===== config.mk =====
export PLATFORM = sky130hd
export DESIGN_NAME = mem_access
export DESIGN_NICKNAME = d
export VERILOG_FILES = /design/src/rtl/mem_access.sv
export SDC_FILE = /design/constraint.sdc
export NUM_CORES = 1
export LEC_CHECK = 0
export ABC_AREA = 1
export BUFFER_PORTS_ARGS = -buffer_cell sky130_fd_sc_hd__buf_2
export CAP_MARGIN = 20
export CORE_MARGIN = 3
export CORE_UTILIZATION = 45
export DETAILED_ROUTE_END_ITERATION = 16
export GPL_TIMING_DRIVEN = 0
export MAX_ROUTING_LAYER = met4
export PLACE_DENSITY = 0.71
export SYNTH_ARGS = -nofsm -noshare
export SYNTH_HDL_FRONTEND = slang
export SYNTH_SLANG_ARGS = --single-unit

===== constraint.sdc =====
create_clock -name clk -period 2.2 [get_ports clk]
set_clock_uncertainty 0.2 [all_clocks]
set_input_delay 0.11 -clock clk [delete_from_list [all_inputs] [get_ports clk]]
set_output_delay 0.11 -clock clk [all_outputs]
set_load 0.02 [all_outputs]

===== src/rtl/mem_access.sv =====
// rtl/mem_access.sv - MEM-stage load/store unit: SRAM-like bus handshake, store encoding, load extension, address errors
module mem_access (
    input  logic        clk,
    input  logic        rst,
    input  logic        valid_i,
    input  logic [7:0]  op,
    input  logic [31:0] addr,
    input  logic [31:0] wdata_in,
    input  logic        flush_except,
    input  logic        pipe_advance,
    output logic        data_sram_req,
    output logic        data_sram_wr,
    output logic [1:0]  data_sram_size,
    output logic [3:0]  data_sram_wstrb,
    output logic [31:0] data_sram_addr,
    output logic [31:0] data_sram_wdata,
    input  logic        data_sram_addr_ok,
    input  logic        data_sram_data_ok,
    input  logic [31:0] data_sram_rdata,
    output logic [31:0] load_result,
    output logic        mem_stall,
    output logic        adel,
    output logic        ades,
    output logic [31:0] badvaddr
);

    localparam logic [7:0] EXE_LB_OP  = 8'b1110_0000;
    localparam logic [7:0] EXE_LH_OP  = 8'b1110_0001;
    localparam logic [7:0] EXE_LW_OP  = 8'b1110_0011;
    localparam logic [7:0] EXE_LBU_OP = 8'b1110_0100;
    localparam logic [7:0] EXE_LHU_OP = 8'b1110_0101;
    localparam logic [7:0] EXE_SB_OP  = 8'b1110_1000;
    localparam logic [7:0] EXE_SH_OP  = 8'b1110_1001;
    localparam logic [7:0] EXE_SW_OP  = 8'b1110_1011;

    typedef enum logic [2:0] {
        S_IDLE, S_REQ, S_WAIT, S_DONE, S_CANCEL, S_DISCARD
    } state_t;

    state_t      r_state, w_next;
    logic [31:0] r_addr, r_wdata, r_rdata;
    logic [7:0]  r_op;
    logic        r_wr;
    logic [1:0]  r_size;
    logic [3:0]  r_wstrb;

    logic        w_is_load, w_is_store, w_mis, w_mem_ok, w_go;
    logic [1:0]  w_size;
    logic [3:0]  w_wstrb;
    logic [31:0] w_wdata;
    logic        w_req, w_use_reg, w_capture, w_latch;
    logic [7:0]  w_byte;
    logic [15:0] w_half;

    always_comb begin
        w_is_load  = 1'b0;
        w_is_store = 1'b0;
        w_size     = 2'd0;
        w_wstrb    = 4'b0000;
        w_wdata    = 32'd0;
        w_mis      = 1'b0;
        case (op)
            EXE_LB_OP, EXE_LBU_OP: begin
                w_is_load = 1'b1;
                w_size    = 2'd0;
            end
            EXE_LH_OP, EXE_LHU_OP: begin
                w_is_load = 1'b1;
                w_size    = 2'd1;
                w_mis     = addr[0];
            end
            EXE_LW_OP: begin
                w_is_load = 1'b1;
                w_size    = 2'd2;
                w_mis     = |addr[1:0];
            end
            EXE_SB_OP: begin
                w_is_store = 1'b1;
                w_size     = 2'd0;
                w_wstrb    = 4'b0001 << addr[1:0];
                w_wdata    = {4{wdata_in[7:0]}};
            end
            EXE_SH_OP: begin
                w_is_store = 1'b1;
                w_size     = 2'd1;
                w_wstrb    = addr[1] ? 4'b1100 : 4'b0011;
                w_wdata    = {2{wdata_in[15:0]}};
                w_mis      = addr[0];
            end
            EXE_SW_OP: begin
                w_is_store = 1'b1;
                w_size     = 2'd2;
                w_wstrb    = 4'b1111;
                w_wdata    = wdata_in;
                w_mis      = |addr[1:0];
            end
            default: ;
        endcase
    end

    // Reset also gates the combinational outputs so the bus sees nothing while rst is low.
    assign adel      = rst & valid_i & w_is_load & w_mis;
    assign ades      = rst & valid_i & w_is_store & w_mis;
    assign badvaddr  = (adel | ades) ? addr : 32'd0;
    assign w_mem_ok  = rst & valid_i & (w_is_load | w_is_store) & ~w_mis;
    assign w_go      = w_mem_ok & ~flush_except;
    assign mem_stall = w_go & (r_state != S_DONE);

    always_comb begin
        w_next    = r_state;
        w_req     = 1'b0;
        w_use_reg = 1'b0;
        w_capture = 1'b0;
        w_latch   = 1'b0;
        case (r_state)
            S_IDLE: begin
                w_req     = w_go;
                w_capture = w_go;
                if (w_go)
                    w_next = data_sram_addr_ok ? S_WAIT : S_REQ;
            end
            S_REQ: begin
                w_req     = 1'b1;
                w_use_reg = 1'b1;
                // An accepted request still owes a response, so a flush must drain it.
                if (flush_except)
                    w_next = data_sram_addr_ok ? S_DISCARD : S_CANCEL;
                else if (data_sram_addr_ok)
                    w_next = S_WAIT;
            end
            S_WAIT: begin
                if (flush_except)
                    w_next = data_sram_data_ok ? S_IDLE : S_DISCARD;
                else if (data_sram_data_ok) begin
                    w_latch = 1'b1;
                    w_next  = S_DONE;
                end
            end
            S_DONE: begin
                if (pipe_advance || flush_except)
                    w_next = S_IDLE;
            end
            S_CANCEL: begin
                w_req     = 1'b1;
                w_use_reg = 1'b1;
                if (data_sram_addr_ok)
                    w_next = S_DISCARD;
            end
            S_DISCARD: begin
                if (data_sram_data_ok)
                    w_next = S_IDLE;
            end
            default: w_next = S_IDLE;
        endcase
    end

    always_ff @(posedge clk or negedge rst) begin
        if (!rst) begin
            r_state <= S_IDLE;
            r_addr  <= 32'd0;
            r_wdata <= 32'd0;
            r_rdata <= 32'd0;
            r_op    <= 8'd0;
            r_wr    <= 1'b0;
            r_size  <= 2'd0;
            r_wstrb <= 4'b0000;
        end else begin
            r_state <= w_next;
            if (w_capture) begin
                r_addr  <= addr;
                r_wdata <= w_wdata;
                r_op    <= op;
                r_wr    <= w_is_store;
                r_size  <= w_size;
                r_wstrb <= w_wstrb;
            end
            if (w_latch)
                r_rdata <= data_sram_rdata;
        end
    end

    always_comb begin
        data_sram_req   = w_req;
        data_sram_wr    = 1'b0;
        data_sram_size  = 2'd0;
        data_sram_wstrb = 4'b0000;
        data_sram_addr  = 32'd0;
        data_sram_wdata = 32'd0;
        if (w_req && w_use_reg) begin
            data_sram_wr    = r_wr;
            data_sram_size  = r_size;
            data_sram_wstrb = r_wstrb;
            data_sram_addr  = r_addr;
            data_sram_wdata = r_wdata;
        end else if (w_req) begin
            data_sram_wr    = w_is_store;
            data_sram_size  = w_size;
            data_sram_wstrb = w_wstrb;
            data_sram_addr  = addr;
            data_sram_wdata = w_wdata;
        end
    end

    always_comb begin
        w_byte = 8'd0;
        case (r_addr[1:0])
            2'd0: w_byte = r_rdata[7:0];
            2'd1: w_byte = r_rdata[15:8];
            2'd2: w_byte = r_rdata[23:16];
            2'd3: w_byte = r_rdata[31:24];
            default: ;
        endcase
        w_half = r_addr[1] ? r_rdata[31:16] : r_rdata[15:0];
        load_result = 32'd0;
        if (r_state == S_DONE && !r_wr) begin
            case (r_op)
                EXE_LB_OP:  load_result = {{24{w_byte[7]}}, w_byte};
                EXE_LBU_OP: load_result = {24'd0, w_byte};
                EXE_LH_OP:  load_result = {{16{w_half[15]}}, w_half};
                EXE_LHU_OP: load_result = {16'd0, w_half};
                EXE_LW_OP:  load_result = r_rdata;
                default:    load_result = 32'd0;
            endcase
        end
    end

endmodule


==> flow_summary_export.csv, run 1 <==
group,metric,value,unit
synth,yosys_warnings,0,
synth,synthDistinctLibCells,27,
synth,synthMuxAreaShare,0.489,%
synth,synthAdderAreaFrac,0,%
synth,syn_area,0.00691,sq mm
grt,grt_start_max_net_pins,46,
clock_network,cts_htree_levels,4,
clock_network,cts-root-buf,"clkbuf_16",
placed_design,portBuffers,249,
synth,synth_top_family_by_area,"simple AND/OR/NAND/NOR gates",
grt,grt_antenna_before_repair,7,
grt,grt-ovfl-total,17,
placed_design,gp_congestion,0.947,
synth,synth_compound_area_share,19.1,%
status,firstError,"[ERROR GRT-0232] Routing congestion too high. Check the congestion heatmap in the GUI.",
die,initial_utilization,46.8,%
clock_network,cts_sinks,114,
synth,synth_nets,1127,
placed_design,hpwl,17700,um
die,num_rows,44,
synth,synth_cells,1016,
grt,gr-usage-all-layers,73.5,%
die,die_h,130,um
synth,synthXorXnorAreaFrac,0,%
synth,synth_simple_gate_area_share,24.8,%
sta,grt_worst_setup_endpoint,"load_result[10]",
synth,ys_seq_elements,114,
sta,worst-ep-kind,"top-level output",
synth,postSynthAreaPerCell,6.80,sq um
synth,seq_area_frac_synth,41.3,%
status,status,"stopped before the end",
status,stop_stage,"5_1_grt",
clock_network,cts_made_buffers,17,
die,io_pins,250,
die,die_w,130,um
clock_network,clock_path_buffers,2,
## stage by stage
stage,utilization (%),worst slack (ps),area [sq um],cells,hold slack (ps)
2_1_floorplan,-,176,6910,1016,-386
4_1_cts,82.4,-254,12200,1640,36.5
3_5_place_dp,57.1,-519,8420,1450,-207
3_3_place_gp,56.8,-1900,8390,1449,143
## cells by family after synthesis
| kind of cell | after synthesis |
|---|---|
| AND/OR/NAND/NOR | 412 |
| buffers and inverters | 238 |
| multiplexers | 3 |
| flip-flops | 114 |
| AO/OA/AOI/OAI | 249 |
## metal layers
| metal | overflow | global-route usage (%) |
|---|---|---|
| met1 | 1 | 72.5 |
| met2 | 9 | 88.7 |
| met3 | 0 | 57.1 |
| met4 | 7 | 69.9 |
| met5 | - | - |
## what timing repair did
item	in CTS
cloned	12
hold buffers	119
buffers inserted	30
resized for setup	449
endpoints found under the hold margin	221
pin swaps	26
setup endpoints to repair	134
## Yosys cell counts (all sizes together)
cell | n | area (sq um)
o221ai | 4 | 35.0
clkinv | 1 | 3.75
clkbuf | 24 | 90.1
nor3 | 9 | 65.1
or2 | 3 | 18.8
inv | 183 | 687
buf | 30 | 213
o2111ai | 5 | 43.8
o21ai | 158 | 791
o211ai | 9 | 67.6
o22ai | 11 | 68.8
a21oi | 62 | 310
mux2 | 3 | 33.8
dfrtp | 114 | 2850
nand3 | 86 | 435
nor2 | 88 | 338
nand4 | 2 | 12.5
nand2 | 224 | 843
==> run 2: changes to the inputs <==
--- a/config.mk
+++ b/config.mk
@@ -9,11 +9,10 @@
 export BUFFER_PORTS_ARGS = -buffer_cell sky130_fd_sc_hd__buf_2
 export CAP_MARGIN = 20
 export CORE_MARGIN = 3
-export CORE_UTILIZATION = 45
+export CORE_UTILIZATION = 30
 export DETAILED_ROUTE_END_ITERATION = 16
 export GPL_TIMING_DRIVEN = 0
-export MAX_ROUTING_LAYER = met4
-export PLACE_DENSITY = 0.71
+export PLACE_DENSITY_LB_ADDON = 0.15
 export SYNTH_ARGS = -nofsm -noshare
 export SYNTH_HDL_FRONTEND = slang
 export SYNTH_SLANG_ARGS = --single-unit
==> run 2 against run 1 <==
The flow now finishes, with violations (setup timing). Area after synthesis stayed put. Synthesized cell count stayed put.
==> flow_summary_export.csv, run 2 <==
group,metric,value,unit
grt,gr-usage-all-layers,22.9,%
min_path,min_path_type,"in2reg",
finish,reg.largest.list,"r_addr (32), r_rdata (32), r_wdata (32)",
placed_design,portBuffers,249,
synth,postSynthAreaPerCell,6.80,sq um
finish,syn2layout_area_growth,91.7,%
synth,yosysMostFrequentCell,"nand2_1",
sta,min_period,2420,ps
routing,antenna_left,0,
routing,dr.pass1.iters,5,
placed_design,hpwl,19500,um
critical_path,end_kind,"output port",
clock_network,cts_made_buffers,17,
critical_path,crit_arrival,2110,ps
status,failed_checks,"setup timing",
power_and_ir_drop,cellLeakagePower,0.00711,uW
synth,synthTopCellsByArea,"dfrtp_1 (41%), nand2_1 (12%), inv_1 (9.8%), o21ai_0 (7.8%), nand3_1 (6.2%)",
grt,grt_pass1_wl,44400,um
power_and_ir_drop,p_int,7170,uW
critical_path,worstSetupStartpointType,"register",
synth,yosys_warnings,0,
power_and_ir_drop,p_per_area,917,mW/mm^2
routing,drt_iter0_markers,374,
critical_path,path_class,"reg2out",
synth,seq_area_frac_synth,41.3,%
finish,final_common_cell,"inv_1",
placed_design,dp_slack,-608,ps
synth,synth_edf_count,0,
routing,wl_per_cell,17.1,um
power_and_ir_drop,seq_power_share,23.5,%
sta,period_share,110,%
clock_network,clk_pin_slew_worst_paths,60,ps
sta,hold_violations,0,
critical_path,path_max_fanout,10,
power_and_ir_drop,power_frac_comb,53.0,%
clock_network,cts_tree,"done",
die,num_rows,54,
finish,drive_above_1_share,43.6,%
routing,drc,0,
synth,netlist_top_cells_count,"nand2_1 (223), inv_1 (181), dfrtp_1 (114)",
die,die_h,158,um
sta,setup_violations,86,
die,die_w,158,um
grt,grt-ovfl-total,0,
routing,via_count,8563,
grt,grt_pass1_vias,8316,
critical_path,worstPathRequired,1890,ps
power_and_ir_drop,clkPwrFrac,23.4,%
routing,drt-total-wl,29900,um
clock_network,cts_htree_levels,4,
sta,rsz0062_at_grt,"true",
synth,synth_top_area_share,41.3,%
synth,synthDistinctLibCells,27,
synth,ys.flop_type,"dfrtp_1",
synth,synth_top_area_cell,"dfrtp_1",
placed_design,gp_congestion,0.902,
clock_network,cts_sinks,114,
die,initial_utilization,31.1,%
grt,grt_antenna_before_repair,4,
synth,synth_cells,1016,
synth,syn_area,0.00691,sq mm
routing,via_per_inst,4.89,
sta,clock.fmax,0.413,GHz
sta,finalMaxSlewViolations,0,
synth,postSynth.asyncResetShare,100,%
die,io_pins,250,
sta,finalSetupTns,-5710,ps
status,status,"finished, violations left",
finish,mostFrequentLayoutCells,"inv_1 (161), buf_2 (150), nand2_1 (132)",
clock_network,clock_path_buffers,2,
die,die_area,0.0249,sq mm
sta,tightest_slew,642,ps
synth,ys_seq_elements,114,
finish,fin_nets,1567,
sta,relSlewSlack,57.2,%
power_and_ir_drop,irDropWorstVdd,0.000746,V
synth,synth_nets,1127,
clock_network,cts-root-buf,"clkbuf_16",
sta,setup_ws,-219,ps
finish,n_fill_cell,1960,
job,drv_cap,0,
power_and_ir_drop,power_switching,4980,uW
clock_network,clk_latency,410,ps
die,coreArea,0.0222,sq mm
power_and_ir_drop,switching_share,41.0,%
grt,grt_start_max_net_pins,46,
==> run 2: cell counts after synthesis <==
Identical to the previous run, type by type.
==> run 2: kinds of logic after synthesis <==
kind of cell,count (synthesis),share of synthesized area [%]
AO/OA/AOI/OAI,249,19.1
flip-flops,114,41.3
buffers and inverters,238,14.4
multiplexers,3,0.489
AND/OR/NAND/NOR,412,24.8
==> run 2: worst max-delay path, cell delays in order, from the launching register on <==
cell,delay [ps]
dfrtp_1,370
or2_4,280
nor3_4,130
nand2_2,120
buf_8,160
buf_12,150
o22ai_4,100
inv_2,60
a21oi_4,180
buf_6,140
==> run 2: area by class of cell <==
| class | instances | area (sq um) | share of cell area [%] |
|---|---|---|---|
| multi-input combinational | 664 | 4390 | 33.2 |
| timing repair buffer | 426 | 3790 | 28.7 |
| sequential | 114 | 2860 | 21.6 |
| inverter | 184 | 721 | 5.44 |
| buffer | 49 | 526 | 3.97 |
| clock buffer | 17 | 425 | 3.21 |
| tap | 280 | 350 | 2.65 |
| clock inverter | 15 | 171 | 1.29 |
| antenna | 2 | 5.00 | 0.0378 |
==> run 2: path summary, 6_finish.rpt <==
path	depth (start not counted)	start	slack, ps	endpoint
min in group asynchronous	5	rst	200	r_rdata[22]$_DFFE_PN0P_
max reg2reg	7	r_state[0]$_DFFE_PN0P_	130	r_rdata[14]$_DFFE_PN0P_
max in group asynchronous	6	rst	960	r_state[0]$_DFFE_PN0P_
min reg2reg	2	r_op[5]$_DFFE_PN0P_	290	r_op[5]$_DFFE_PN0P_
min	7	pipe_advance	60	r_state[2]$_DFFE_PN0P_
max	9	r_op[2]$_DFFE_PN0P_	-220	load_result[11]
==> run 2: through the flow <==
step	hold WS [ps]	power, uW	cells	util [%]	area, sq um
5_1_grt	51.1	12800	1750	59.6	13200
2_1_floorplan	-386	5240	1016	-	6910
3_3_place_gp	143	6750	1545	38.3	8510
3_5_place_dp	-196	6770	1546	38.4	8540
4_1_cts	20.5	11200	1743	55.0	12200
6_report	55.2	12100	1751	59.6	13200
==> run 2: what timing repair did <==
item | CTS | global route
setup endpoints to repair | 136 | 154
gates resized for setup | 464 | 258
hold endpoints to repair | 222 | 0
buffers inserted | 43 | 10
cloned | 10 | 4
hold buffers | 114 | 0
pin swaps | 24 | 35
==> run 2: per-layer routing <==
metal / up-vias / part of all wire (%) / track usage, % / wire length (um)
li1: 4146 / - / - / -
met4: 6 / 2.2 / 7.27 / 648
met3: 48 / 7.0 / 5.55 / 2090
met5: - / 0.11 / 0 / 34
met1: 4043 / 40 / 28.4 / 12100
met2: 320 / 50 / 39.2 / 15000
==> run 2: power by group through the flow <==
stage               Clock (uW)  Combinational (uW)  Sequential [uW]
floorplan                    0                2430             2810
global placement             0                3890             2860
detailed placement           0                3900             2870
CTS                       2900                5450             2850
global route              3000                6860             2920
finish                    2850                6440             2860
No activity file was read; power rests on OpenSTA's default activity.
==> run 3: changes to the inputs <==
--- a/config.mk
+++ b/config.mk
@@ -13,6 +13,7 @@
 export DETAILED_ROUTE_END_ITERATION = 16
 export GPL_TIMING_DRIVEN = 0
 export PLACE_DENSITY_LB_ADDON = 0.15
+export SKIP_CTS_REPAIR_TIMING = 1
 export SYNTH_ARGS = -nofsm -noshare
 export SYNTH_HDL_FRONTEND = slang
 export SYNTH_SLANG_ARGS = --single-unit
==> run 3 against run 2 <==
The run ends with hold timing, setup timing left. Utilization decreased by 2.0 points. Die area stayed put. Clock-buffer cell count unchanged. Wire length is essentially flat. Clock power about the same. Combinational power is 8.4% lower. Critical endpoint is now load_result[3].
==> flow_summary_export.csv, run 3 (synthesized netlist as in run 2, its figures left out) <==
group,metric,value,unit
grt,grt-ovfl-total,0,
placed_design,gp_congestion,0.902,
routing,via_per_inst,4.87,
sta,hold_violations,3,
finish,reg.largest.list,"r_addr (32), r_rdata (32), r_wdata (32)",
critical_path,path_class,"reg2out",
routing,dr.pass1.iters,5,
clock_network,cts_sinks,114,
placed_design,hpwl,19500,um
grt,gr-usage-all-layers,20.2,%
finish,syn2layout_area_growth,85.4,%
status,failed_checks,"hold timing, setup timing",
routing,antenna_left,0,
finish,n_fill_cell,2049,
min_path,min_path_type,"in2reg",
critical_path,crit_chain,"or2_4 -> nor3_4 -> nand2_2 -> buf_6 -> buf_12 -> o22ai_2 -> inv_1 -> a21oi_2 -> buf_4",
clock_network,clock_path_buffers,2,
finish,drive_above_1_share,43.2,%
sta,tightest_slew,638,ps
grt,grt_pass1_wl,39000,um
power_and_ir_drop,p_int,6820,uW
sta,fin_hold_ws,-48.9,ps
sta,clock.fmax,0.420,GHz
finish,mostFrequentLayoutCells,"inv_1 (162), buf_2 (156), nand2_1 (136)",
die,die_h,158,um
grt,grt_pass1_vias,7111,
power_and_ir_drop,irDropWorstVdd,0.000692,V
sta,relSlewSlack,57.4,%
power_and_ir_drop,p_per_area,907,mW/mm^2
grt,grt_start_max_net_pins,91,
critical_path,max_stage_delay,390,ps
power_and_ir_drop,cellLeakagePower,0.00678,uW
critical_path,crit_arrival,2070,ps
clock_network,cts_made_buffers,17,
sta,setup_ws,-182,ps
power_and_ir_drop,power_frac_comb,50.8,%
critical_path,worstSetupStartpointType,"register",
sta,setup_violations,85,
power_and_ir_drop,power_switching,4800,uW
finish,multi_input_area,0.00410,sq mm
power_and_ir_drop,seq_power_share,24.7,%
power_and_ir_drop,power,11600,uW
die,die_w,158,um
die,io_pins,250,
clock_network,clk_pin_slew_worst_paths,60,ps
finish,diodes,0,
clock_network,cts-root-buf,"clkbuf_16",
critical_path,crit_buf_inv,4,
critical_path,worstPathRequired,1890,ps
routing,drt-total-wl,29900,um
die,die_area,0.0249,sq mm
clock_network,clk_latency,410,ps
clock_network,cts_tree,"done",
placed_design,dp_slack,-608,ps
finish,fin_util,57.6,%
placed_design,portBuffers,249,
critical_path,critPathTopFamily,"buffers and inverters",
sta,rsz0062_at_grt,"true",
sta,finalMaxSlewViolations,0,
finish,register_area,0.00286,sq mm
finish,final_cell_area,0.0128,sq mm
routing,wl_per_cell,17.1,um
die,coreArea,0.0222,sq mm
sta,min_period,2380,ps
finish,final_common_cell,"inv_1",
critical_path,end_kind,"output port",
critical_path,path_max_fanout,10,
sta,period_share,108,%
routing,via_count,8491,
routing,drt_iter0_markers,490,
clock_network,cts_htree_levels,4,
job,drv_cap,0,
die,initial_utilization,31.1,%
power_and_ir_drop,switching_share,41.3,%
power_and_ir_drop,clkPwrFrac,24.5,%
status,status,"finished, violations left",
routing,drc,0,
grt,grt_antenna_before_repair,3,
finish,fin_nets,1563,
die,num_rows,54,
critical_path,slowest_stage,"dfrtp_1",
placed_design,dpl_cell_area,0.00854,sq mm
run 3: final cells by class:
type,count,area share [%]
Buffer,54,3.92
Clock buffer,17,3.32
Clock inverter,15,1.34
Inverter,184,5.65
Multi-Input combinational cell,664,32.0
Sequential cell,114,22.3
Tap cell,280,2.74
Timing Repair Buffer,417,28.7
run 3: per-stage QoR:
step	std cells	setup TNS [ps]
floorplan	1016	0
global placement	1545	-437070
detailed placement	1546	-57900
CTS	1578	-65000
global route	1745	-16340
finish	1745	-6070
run 3: per-layer routing:
layer / GRT usage (%) / wire [um] / vias to the layer above / share of wire (%)
li1: - / - / 4131 / -
met1: 26.4 / 12300 / 4004 / 41
met2: 32.6 / 14900 / 303 / 50
met3: 5.71 / 2030 / 47 / 6.8
met4: 5.91 / 589 / 6 / 2.0
met5: 0 / 39 / - / 0.13
run 3: worst paths after layout:
check                                       startpoint                 endpoint  slack [ps]  cells after the start
worst max-delay path               r_op[2]$_DFFE_PN0P_           load_result[3]        -180                      9
worst min-delay path                      flush_except   r_state[2]$_DFFE_PN0P_         -50                      5
worst min register to register  r_wdata[1]$_DFFE_PN0P_   r_wdata[1]$_DFFE_PN0P_         280                      2
min in group asynchronous                          rst  r_rdata[22]$_DFFE_PN0P_         200                      5
max in group asynchronous                          rst   r_state[2]$_DFFE_PN0P_        1060                      6
worst max register to register  r_state[0]$_DFFE_PN0P_   r_rdata[6]$_DFFE_PN0P_         120                      6
run 3: power by group through the flow:
stage	Combinational, uW	Clock, uW	Sequential (uW)
after floorplan	2430	0	2810
after global placement	3890	0	2860
after detailed placement	3900	0	2870
after CTS	3920	2900	2840
after global routing	6320	2990	2920
final	5900	2850	2870
run 3: worst register-to-register path: stages (launching register included):
cell and delay [ps]:
dfrtp_2 450, buf_4 170, nor3_2 310, nand3_4 190, buf_2 260, buf_2 240
a21oi_1 190
